`src/rtl/res4_serie_if.sv`:
```
// Start/busy/done handshake and operand/result bundle
// for the bit-serial 4-bit subtractor.
interface res4_serie_if;
  logic       start;
  logic [3:0] A;
  logic [3:0] B;
  logic       busy;
  logic       done;
  logic [3:0] Resta;
  logic       Borrow;

  modport master (
    output start, A, B,
    input  busy, done, Resta, Borrow
  );

  modport slave (
    input  start, A, B,
    output busy, done, Resta, Borrow
  );
endinterface

```
`src/rtl/res4_serie.sv`:
```
// Bit-serial 4-bit subtractor: one full-subtractor
// cell plus a borrow flop, LSB first, 4 cycles/op.
module res4_serie (
  input  logic         clk,
  input  logic         rst_n,
  res4_serie_if.slave  bus
);

  typedef enum logic [1:0] {
    IDLE = 2'd0,
    CALC = 2'd1,
    DONE = 2'd2
  } state_t;

  state_t     state_q, state_d;
  logic [3:0] opa_q, opa_d;
  logic [3:0] opb_q, opb_d;
  logic [3:0] acc_q, acc_d;
  logic       br_q, br_d;
  logic [1:0] cnt_q, cnt_d;
  logic [3:0] resta_q, resta_d;
  logic       borrow_q, borrow_d;
  logic       busy_q, busy_d;
  logic       done_q, done_d;

  logic       bit_d;
  logic       bit_br;

  assign bit_d  = opa_q[0] ^ opb_q[0] ^ br_q;
  assign bit_br = (~opa_q[0] & opb_q[0]) |
                  (~(opa_q[0] ^ opb_q[0]) & br_q);

  always_comb begin
    state_d  = state_q;
    opa_d    = opa_q;
    opb_d    = opb_q;
    acc_d    = acc_q;
    br_d     = br_q;
    cnt_d    = cnt_q;
    resta_d  = resta_q;
    borrow_d = borrow_q;
    busy_d   = 1'b0;
    done_d   = 1'b0;
    unique case (state_q)
      IDLE, DONE: begin
        if (bus.start) begin
          opa_d   = bus.A;
          opb_d   = bus.B;
          br_d    = 1'b0;
          cnt_d   = 2'd0;
          acc_d   = 4'd0;
          busy_d  = 1'b1;
          state_d = CALC;
        end else begin
          state_d = IDLE;
        end
      end
      CALC: begin
        br_d  = bit_br;
        acc_d = {bit_d, acc_q[3:1]};
        opa_d = {1'b0, opa_q[3:1]};
        opb_d = {1'b0, opb_q[3:1]};
        cnt_d = cnt_q + 2'd1;
        if (cnt_q == 2'd3) begin
          resta_d  = {bit_d, acc_q[3:1]};
          borrow_d = bit_br;
          done_d   = 1'b1;
          state_d  = DONE;
        end else begin
          busy_d = 1'b1;
        end
      end
      default: state_d = IDLE;
    endcase
  end

  always_ff @(posedge clk or negedge rst_n) begin
    if (!rst_n) begin
      state_q  <= IDLE;
      opa_q    <= 4'd0;
      opb_q    <= 4'd0;
      acc_q    <= 4'd0;
      br_q     <= 1'b0;
      cnt_q    <= 2'd0;
      resta_q  <= 4'd0;
      borrow_q <= 1'b0;
      busy_q   <= 1'b0;
      done_q   <= 1'b0;
    end else begin
      state_q  <= state_d;
      opa_q    <= opa_d;
      opb_q    <= opb_d;
      acc_q    <= acc_d;
      br_q     <= br_d;
      cnt_q    <= cnt_d;
      resta_q  <= resta_d;
      borrow_q <= borrow_d;
      busy_q   <= busy_d;
      done_q   <= done_d;
    end
  end

  assign bus.busy   = busy_q;
  assign bus.done   = done_q;
  assign bus.Resta  = resta_q;
  assign bus.Borrow = borrow_q;

endmodule

```
`src/flat_wrapper.sv`:
```
// flat-port wrapper written by rule: the top's interface ports become plain ports
module res4_serie_flat 
  (clk, rst_n, bus_start, bus_A, bus_B, bus_busy, bus_done, bus_Resta, bus_Borrow);
  res4_serie_if bus_i ();
  input  logic clk;
  input  logic rst_n;
  input wire logic [$bits(bus_i.start)-1:0] bus_start;
  input wire logic [$bits(bus_i.A)-1:0] bus_A;
  input wire logic [$bits(bus_i.B)-1:0] bus_B;
  output wire logic [$bits(bus_i.busy)-1:0] bus_busy;
  output wire logic [$bits(bus_i.done)-1:0] bus_done;
  output wire logic [$bits(bus_i.Resta)-1:0] bus_Resta;
  output wire logic [$bits(bus_i.Borrow)-1:0] bus_Borrow;
  assign bus_i.start = bus_start;
  assign bus_i.A = bus_A;
  assign bus_i.B = bus_B;
  assign bus_busy = bus_i.busy;
  assign bus_done = bus_i.done;
  assign bus_Resta = bus_i.Resta;
  assign bus_Borrow = bus_i.Borrow;
  res4_serie u_core (.clk(clk), .rst_n(rst_n), .bus(bus_i));
endmodule
```
`config.mk`:
```
export PLATFORM = sky130hd
export DESIGN_NAME = res4_serie_flat
export DESIGN_NICKNAME = d
export VERILOG_FILES = /design/src/rtl/res4_serie_if.sv /design/src/rtl/res4_serie.sv /design/src/flat_wrapper.sv
export SDC_FILE = /design/constraint.sdc
export NUM_CORES = 1
export LEC_CHECK = 0
export BUFFER_PORTS_ARGS = -buffer_cell sky130_fd_sc_hd__clkbuf_2
export CAP_MARGIN = 30
export CORE_ASPECT_RATIO = 0.8
export CORE_MARGIN = 10
export CORE_UTILIZATION = 25
export DETAILED_ROUTE_END_ITERATION = 10
export GPL_TIMING_DRIVEN = 0
export HOLD_SLACK_MARGIN = 0.02
export SYNTH_ARGS = -nofsm -noshare
export SYNTH_HDL_FRONTEND = slang
export SYNTH_SLANG_ARGS = --single-unit
```
`constraint.sdc`:
```
create_clock -name clk -period 1.9 [get_ports clk]
set_input_delay 0.285 -clock clk [delete_from_list [all_inputs] [get_ports clk]]
set_output_delay 0.285 -clock clk [all_outputs]
set_load 0.01 [all_outputs]
```
Yosys cells after proc, flatten, opt, wreduce, memory -nomap -nowiden:

Cells that the tools add are included.

* add/sub/neg operators: 1
* equal/unequal tests: 5
* multiplexer cells: 18
* bitwise gates (word level): 7
* reductions and logical operators: 5

Operator list (number)
* 4-bit one-hot mux with 2 select lines: 3
* 4-bit 2-to-1 mux: 3
* 2-bit one-hot mux with 2 select lines: 2
* 1-bit 2-to-1 mux: 6
* 2-bit == test, second input constant: 2
* 2-bit 2-to-1 mux: 2
* 1-bit one-hot mux with 2 select lines: 2
* 2-bit AND reduction: 2
* 2-bit by 1-bit adder with 2-bit output, second input constant: 1
* 1-bit bitwise AND: 2
* 2-bit by 1-bit == test with 1-bit output, second input constant: 1
* 2-bit logical NOT: 1
* 2-bit by 1-bit != test with 1-bit output, second input constant: 1
* 2-bit != test, second input constant: 1
* 1-bit NOT: 2
* 2-bit nonzero test: 1
* 2-bit OR reduction: 1
* 1-bit XOR: 2
* 1-bit OR: 1

* flip-flop bits (word level): 24
* input bits: 11
* output and inout bits: 7
* word-level logic and storage cells: 46

Depth between registers and ports, before layout:

Gate-level depths: netlist of the first run.

* depth in word-level cells: 5
* mapped depth: 4
* mapped depth without buffers: 4

Worst setup path before layout of the first run:

No wires, ideal clock.

* path type: reg2reg
* from: reg u_core.opb_q[0]
* to: reg u_core.acc_q[3]
* setup time: 0.121 ns
* arrival time: 1.297 ns
* required time: 1.779 ns
* path slack: 0.482 ns
* stages on the path, launching flop included: 5
* path buffers: 0
* period minus slack after synthesis: 1.418 ns
* path through: dfrtp_1 > inv_1 > fa_1 > mux2_4 > a22o_1

* word-level cells in the longest chain between the ends: 3

Ends and longest elaborated chain
* start, declared: line res4_serie.sv:17 `logic [3:0] opb_q, opb_d;`
* start signal, assigned: line res4_serie.sv:92 `opb_q <= opb_d;`
* 1-bit XOR (2 in series): line res4_serie.sv:29 `assign bit_d = opa_q[0] ^ opb_q[0] ^ br_q;`
* via u_core.bit_d: line res4_serie.sv:26 `logic bit_d;`
* 4-bit one-hot mux with 2 select lines: line res4_serie.sv:44 `unique case (state_q)`
* end signal, assigned: line res4_serie.sv:82 `acc_q <= 4'd0;`
* end signal, assigned: line res4_serie.sv:93 `acc_q <= acc_d;`
* end, declared: line res4_serie.sv:18 `logic [3:0] acc_q, acc_d;`

The timed path passes the listed nets, and every way through them passes these cells.
A chain may end at the register's enable or synchronous reset.

Worst setup path in the final report of the first run:

Same ends and word-level chain as after synthesis.

==> impl_metrics.py, run 1 <==
metrics = {
    "drt": {
        "drtPass1Iterations": 4,
        "wirelength_um": 2180,
        "top_layer": "met4",
        "dr_wl_met3_um": 219,
        "wl_per_cell_um": 13.3,
        "viasPerCell": 4.42,
        "route.met2.wl_um": 930,
        "drc": 0,
        "drtIter0Drc": 38,
        "vias": 720,
        "antenna_left": 0,
        "met1_length_um": 1000,
    },
    "min_path": {
        "hold_depth": 2,
        "hp-class": "in2reg",
    },
    "floorplan": {
        "fp-row-count": 21,
        "ios": 18,
        "dieHeight_um": 78.9,
        "die_w_um": 93.6,
        "initial_core_util_pct": 26.0,
        "fp.dieArea_um2": 7390,
        "core_um2": 4180,
    },
    "sta": {
        "setup_tns_ns": 0,
        "post-route-period-util_pct": 78.1,
        "setup_viol": 0,
        "fmax_mhz": 674,
        "slew_headroom_pct": 61.9,
        "rsz0062_at_grt": "no",
        "hold_viol_final": 0,
        "worstMarginPinSlew_ns": 0.572,
        "final.min_clock_period_ns": 1.48,
        "finalMaxSlewViolations": 0,
        "skew_ns": 0.00119,
    },
    "global_route": {
        "grt_pass1_vias": 788,
        "antenna_found_initial": 0,
        "globalRouteTotalUtil_pct": 6.47,
        "grt_pass1_wl_um": 3810,
        "grt_max_degree": 24,
        "grt_overflow_total": 0,
    },
    "pwr": {
        "power_frac_seq_pct": 40.2,
        "power_switching_uw": 741,
        "p_clk_share_pct": 14.4,
        "peakVddDrop_v": 0.000599,
        "power_uw": 2130,
        "p_sw_share_pct": 34.8,
        "leakagePower_uw": 0.000626,
        "p_comb_share_pct": 45.4,
        "p_int_uw": 1390,
        "pwr_density_cell_nw_per_um2": 1650,
    },
    "cts": {
        "htree_levels": 1,
        "cts_buffers": 3,
        "cts_tree": "done",
        "clockBufferDepth": 2,
        "cts.sinks": 23,
        "cts_resized": 0,
        "clock_latency_ns": 0.26,
        "path_clk_slew_ns": 0.08,
        "cts_root_buf": "clkbuf_8",
    },
    "logic_synthesis": {
        "syn_avg_cell_area_um2": 12.8,
        "yosysWarningCount": 0,
        "ys_seq_elements": 23,
        "synth.cell_area_um2": 1080,
        "seq_area_frac_synth_pct": 53.1,
        "synthesis.nets": 98,
        "yosys.cell_types.count": 25,
        "netlist_instances": 85,
    },
    "layout": {
        "multiInputGateArea_um2": 463,
        "nFillCells": 434,
        "area_growth_pct": 19.0,
        "final_core_util_pct": 30.9,
        "final_cells": 163,
        "nets": 120,
        "seq_area_um2": 576,
        "antenna_cells": 0,
        "drive_above_1_share_pct": 33.0,
    },
    "placed_design": {
        "gp_congestion": 0.709,
        "dpl.hpwl_um": 1610,
        "placed_cells_incl_taps": 158,
        "placement.io_buffers": 16,
    },
    "setup_path": {
        "start_kind": "register",
        "end_kind": "register",
        "reg2regPathDepth": 4,
        "arrival_ns": 1.64,
        "crit_required_ns": 2.06,
        "crit_type": "reg2reg",
        "cp_max_fo": 3,
    },
    "run": {
        "cap_violations": 0,
    },
    "run_status": {
        "status": "finished clean",
    },
}
-- per-stage QoR --
stage | area [um^2] | setup slack, ns | hold slack (ns)
6_report | 1290 | 0.416 | 0.237
3_5_place_dp | 1240 | 0.420 | 0.314
2_1_floorplan | 1080 | 0.482 | -0.0106
4_1_cts | 1290 | 0.401 | 0.232
5_1_grt | 1290 | 0.342 | 0.235
3_3_place_gp | 1240 | 0.426 | 0.301
-- synth_stat cells (all sizes together) --
library cell,n,area (um^2)
nor2b,4,27.5
and2b,1,10.0
nand2,2,7.51
a211oi,3,22.5
a22oi,1,7.51
nor2,4,15.0
dfrtp,23,576
fa,1,20.0
o22ai,2,12.5
inv,4,15.0
ha,1,12.5
nor3,2,10.0
mux2,8,120
nand2b,2,20.0
mux2i,5,50.1
a21oi,3,15.0
o21ai,5,25.0
a22o,6,52.6
nand3,3,15.0
nand3b,1,20.0
buf,4,31.3
-- layout make-up --
cell class	count	share of cell area (%)
inverter	4	1.16
multi-input combinational	54	35.9
sequential	23	44.6
timing repair buffer	17	6.98
tap	57	5.52
buffer	4	2.42
clock buffer	4	3.49
-- critical path, stage by stage (launching register included) --
cell and delay [ns]:
dfrtp_1 0.37, inv_1 0.07, fa_1 0.49, mux2_4 0.28
a22o_1 0.17
-- power groups by stage --
stage                     Combinational (uW)  Clock [uW]  Sequential [uW]
after floorplan                          737           0              859
after global placement                   950           0              854
after detailed placement                 986           0              865
after CTS                                992         318              857
after global routing                    1100         343              885
final                                    967         307              855
-- cell usage in the layout (no fill, tap or decap), drive strengths merged, types with 2 or more instances in the layout --
| master | instances |
|---|---|
| a211oi | 3 |
| a21oi | 3 |
| a22o | 6 |
| buf | 4 |
| clkbuf | 20 |
| dfrtp | 23 |
| inv | 4 |
| mux2 | 8 |
| mux2i | 5 |
| nand2 | 2 |
| nand2b | 2 |
| nand3 | 3 |
| nor2 | 4 |
| nor2b | 4 |
| nor3 | 2 |
| o21ai | 5 |
| o22ai | 2 |
-- state kept, by name (all words and copies together) (netlist names) --
register / count
u_core.bus.done: 1
u_core.bus.Borrow: 1
u_core.opb_q: 4
u_core.state_q: 2
u_core.acc_q: 3
u_core.bus.busy: 1
u_core.opa_q: 4
u_core.bus.Resta: 4
u_core.cnt_q: 2
u_core.br_q: 1
-- final timing paths --
kind	slack (ns)	from	endpoint
worst max-delay path	0.42	u_core.opb_q[0]	u_core.acc_q[3]
max in group asynchronous	0.98	rst_n	u_core.cnt_q[0]
worst max register to register	0.42	u_core.opb_q[0]	u_core.acc_q[3]
min in group asynchronous	0.54	rst_n	u_core.bus.done
worst min register to register	0.48	u_core.bus.Borrow	u_core.bus.Borrow
worst min-delay path	0.24	bus_A[3]	u_core.opa_q[3]
-- what timing repair did --
action	4_1_cts	5_1_grt
endpoints found under the hold margin	7	0
buffers inserted	0	0
setup endpoints to repair	0	0
hold buffers	1	0
-- per-layer routing --
| layer | track usage (%) | vias up |
|---|---|---|
| met5 | 0 | - |
| met4 | 2.27 | 0 |
| met3 | 3.95 | 4 |
| met2 | 9.44 | 20 |
| met1 | 7.64 | 349 |
| li1 | - | 347 |
-- kinds of logic after synthesis --
kind of cell / count (synthesis) / synth area share, %
buffers and inverters: 8 / 4.27
AO/OA/AOI/OAI: 20 / 12.5
adder cells (fa/ha/maj): 2 / 3.00
AND/OR/NAND/NOR: 19 / 11.5
multiplexers: 13 / 15.7
flip-flops: 23 / 53.1
No activity file was read; power rests on OpenSTA's default activity.
==> run 2: changes to the inputs <==
clock period = 1.5 ns   (was 1.9 ns; I/O delays follow)
==> run 2 against run 1 <==
Against the previous run: worst setup slack lost 0.38 ns; final cell count increased by 1.8%; first-iteration DRC count fell by 2.6%; fmax grew 1.4%; largest power group unchanged.
==> impl_metrics.py, run 2 (same netlist as run 1, synthesis figures left out) <==
metrics = {
    "run_status": {
        "status": "finished clean",
    },
    "setup_path": {
        "crit_path_max_incr_delay_ns": 0.48,
        "start_kind": "register",
        "crit_required_ns": 1.66,
        "cp_top_family": "adder cells",
        "cp_max_fo": 2,
        "cp_slowest_cell": "fa_1",
        "arrival_ns": 1.62,
        "path_cells": "inv_2, fa_1, mux2_4, a22o_1",
        "critPathBufInv": 1,
        "crit_type": "reg2reg",
        "end_kind": "register",
    },
    "layout": {
        "area_growth_pct": 21.1,
        "final_cell_mix": "dfrtp_1, clkbuf_2, mux2_4",
        "layout_commonest_cell": "dfrtp_1",
        "drive_above_1_share_pct": 35.8,
        "nets": 123,
        "stdcell_area_um2": 1310,
        "antenna_cells": 0,
    },
    "drt": {
        "antenna_left": 0,
        "viasPerCell": 4.42,
        "wirelength_um": 2200,
        "drtIter0Drc": 37,
        "wl_per_cell_um": 13.3,
        "drtPass1Iterations": 4,
        "drc": 0,
        "vias": 733,
    },
    "floorplan": {
        "initial_core_util_pct": 26.0,
        "ios": 18,
        "fp-row-count": 21,
        "fp.dieArea_um2": 7390,
        "die_w_um": 93.6,
        "core_um2": 4180,
        "dieHeight_um": 78.9,
    },
    "global_route": {
        "use_met1_pct": 7.64,
        "use_met3_pct": 3.95,
        "antenna_found_initial": 0,
        "globalRouteTotalUtil_pct": 6.47,
        "grt_overflow_total": 0,
        "globalRouteMet2Util_pct": 9.44,
        "busiest_layer": "met2",
        "grt_pass1_wl_um": 3810,
        "grt_pass1_vias": 788,
        "grt_max_degree": 24,
    },
    "placed_design": {
        "place_area_um2": 1240,
        "dpl.hpwl_um": 1610,
        "gp_congestion": 0.709,
        "placement.io_buffers": 16,
    },
    "cts": {
        "cts_buffers": 3,
        "htree_levels": 1,
        "cts_root_buf": "clkbuf_8",
        "path_clk_slew_ns": 0.08,
        "cts.sinks": 23,
        "clockBufferDepth": 2,
        "cts_tree": "done",
        "clock_latency_ns": 0.26,
    },
    "sta": {
        "final.min_clock_period_ns": 1.46,
        "slew_headroom_pct": 61.6,
        "setup_viol": 0,
        "skew_ns": 0.00201,
        "hold_viol_final": 0,
        "fin_hold_ws_ns": 0.178,
        "finalMaxSlewViolations": 0,
        "post-route-period-util_pct": 97.5,
        "worstMarginPinSlew_ns": 0.576,
        "rsz0062_at_grt": "yes",
        "fmax_mhz": 684,
    },
    "pwr": {
        "pwr_density_cell_nw_per_um2": 2120,
        "peakVddDrop_v": 0.000758,
        "leakagePower_uw": 0.000640,
    },
    "min_path": {
        "hp-class": "in2reg",
    },
    "run": {
        "cap_violations": 0,
    },
}
-- run 2: area by class of cell --
type / instances / area [um^2]
timing repair buffer: 20 / 113
multi-input combinational: 54 / 463
inverter: 4 / 15.0
sequential: 23 / 576
clock buffer: 4 / 45.0
tap: 57 / 71.3
fill: 432 / 2860
buffer: 4 / 31.3
-- run 2: per-stage QoR --
stage	instances	worst slack, ns	TNS [ns]	total power, uW	util, %
finish	166	0.0370	0	2790	31.4
detailed placement	158	0.0195	0	2350	29.6
floorplan	85	0.0820	0	2020	-
CTS	163	0.000757	0	2740	30.9
global route	166	-0.00980	-0.00980	3030	31.4
global placement	158	0.0261	0	2290	29.6
-- run 2: timing repair --
item                                    in CTS  in global routing
endpoints found under the setup margin       0                  1
gates resized for setup                      0                  1
hold endpoints to repair                    23                  0
buffers inserted                             0                  3
hold buffers                                 1                  0
-- run 2: per-layer routing --
layer | part of all wire (%) | wire [um]
met5 | 0 | 0
met4 | 1.1 | 25
met3 | 9.6 | 211
met2 | 44 | 960
met1 | 46 | 1000
-- run 2: final timing paths --
path | slack, ns | cells past startpoint | endpoint | startpoint
min reg2reg | 0.48 | 2 | u_core.bus.Borrow | u_core.bus.Borrow
min in group asynchronous | 0.48 | 2 | u_core.bus.done | rst_n
max reg2reg | 0.04 | 4 | u_core.acc_q[3] | u_core.br_q
max | 0.04 | 4 | u_core.acc_q[3] | u_core.br_q
max in group asynchronous | 0.64 | 2 | u_core.opa_q[0] | rst_n
min | 0.18 | 2 | u_core.opa_q[3] | bus_A[3]
-- run 2: power by group --
part / switching, uW / internal (uW)
clock network: 200 / 190
logic: 577 / 736
registers: 180 / 902
total: 958 / 1830
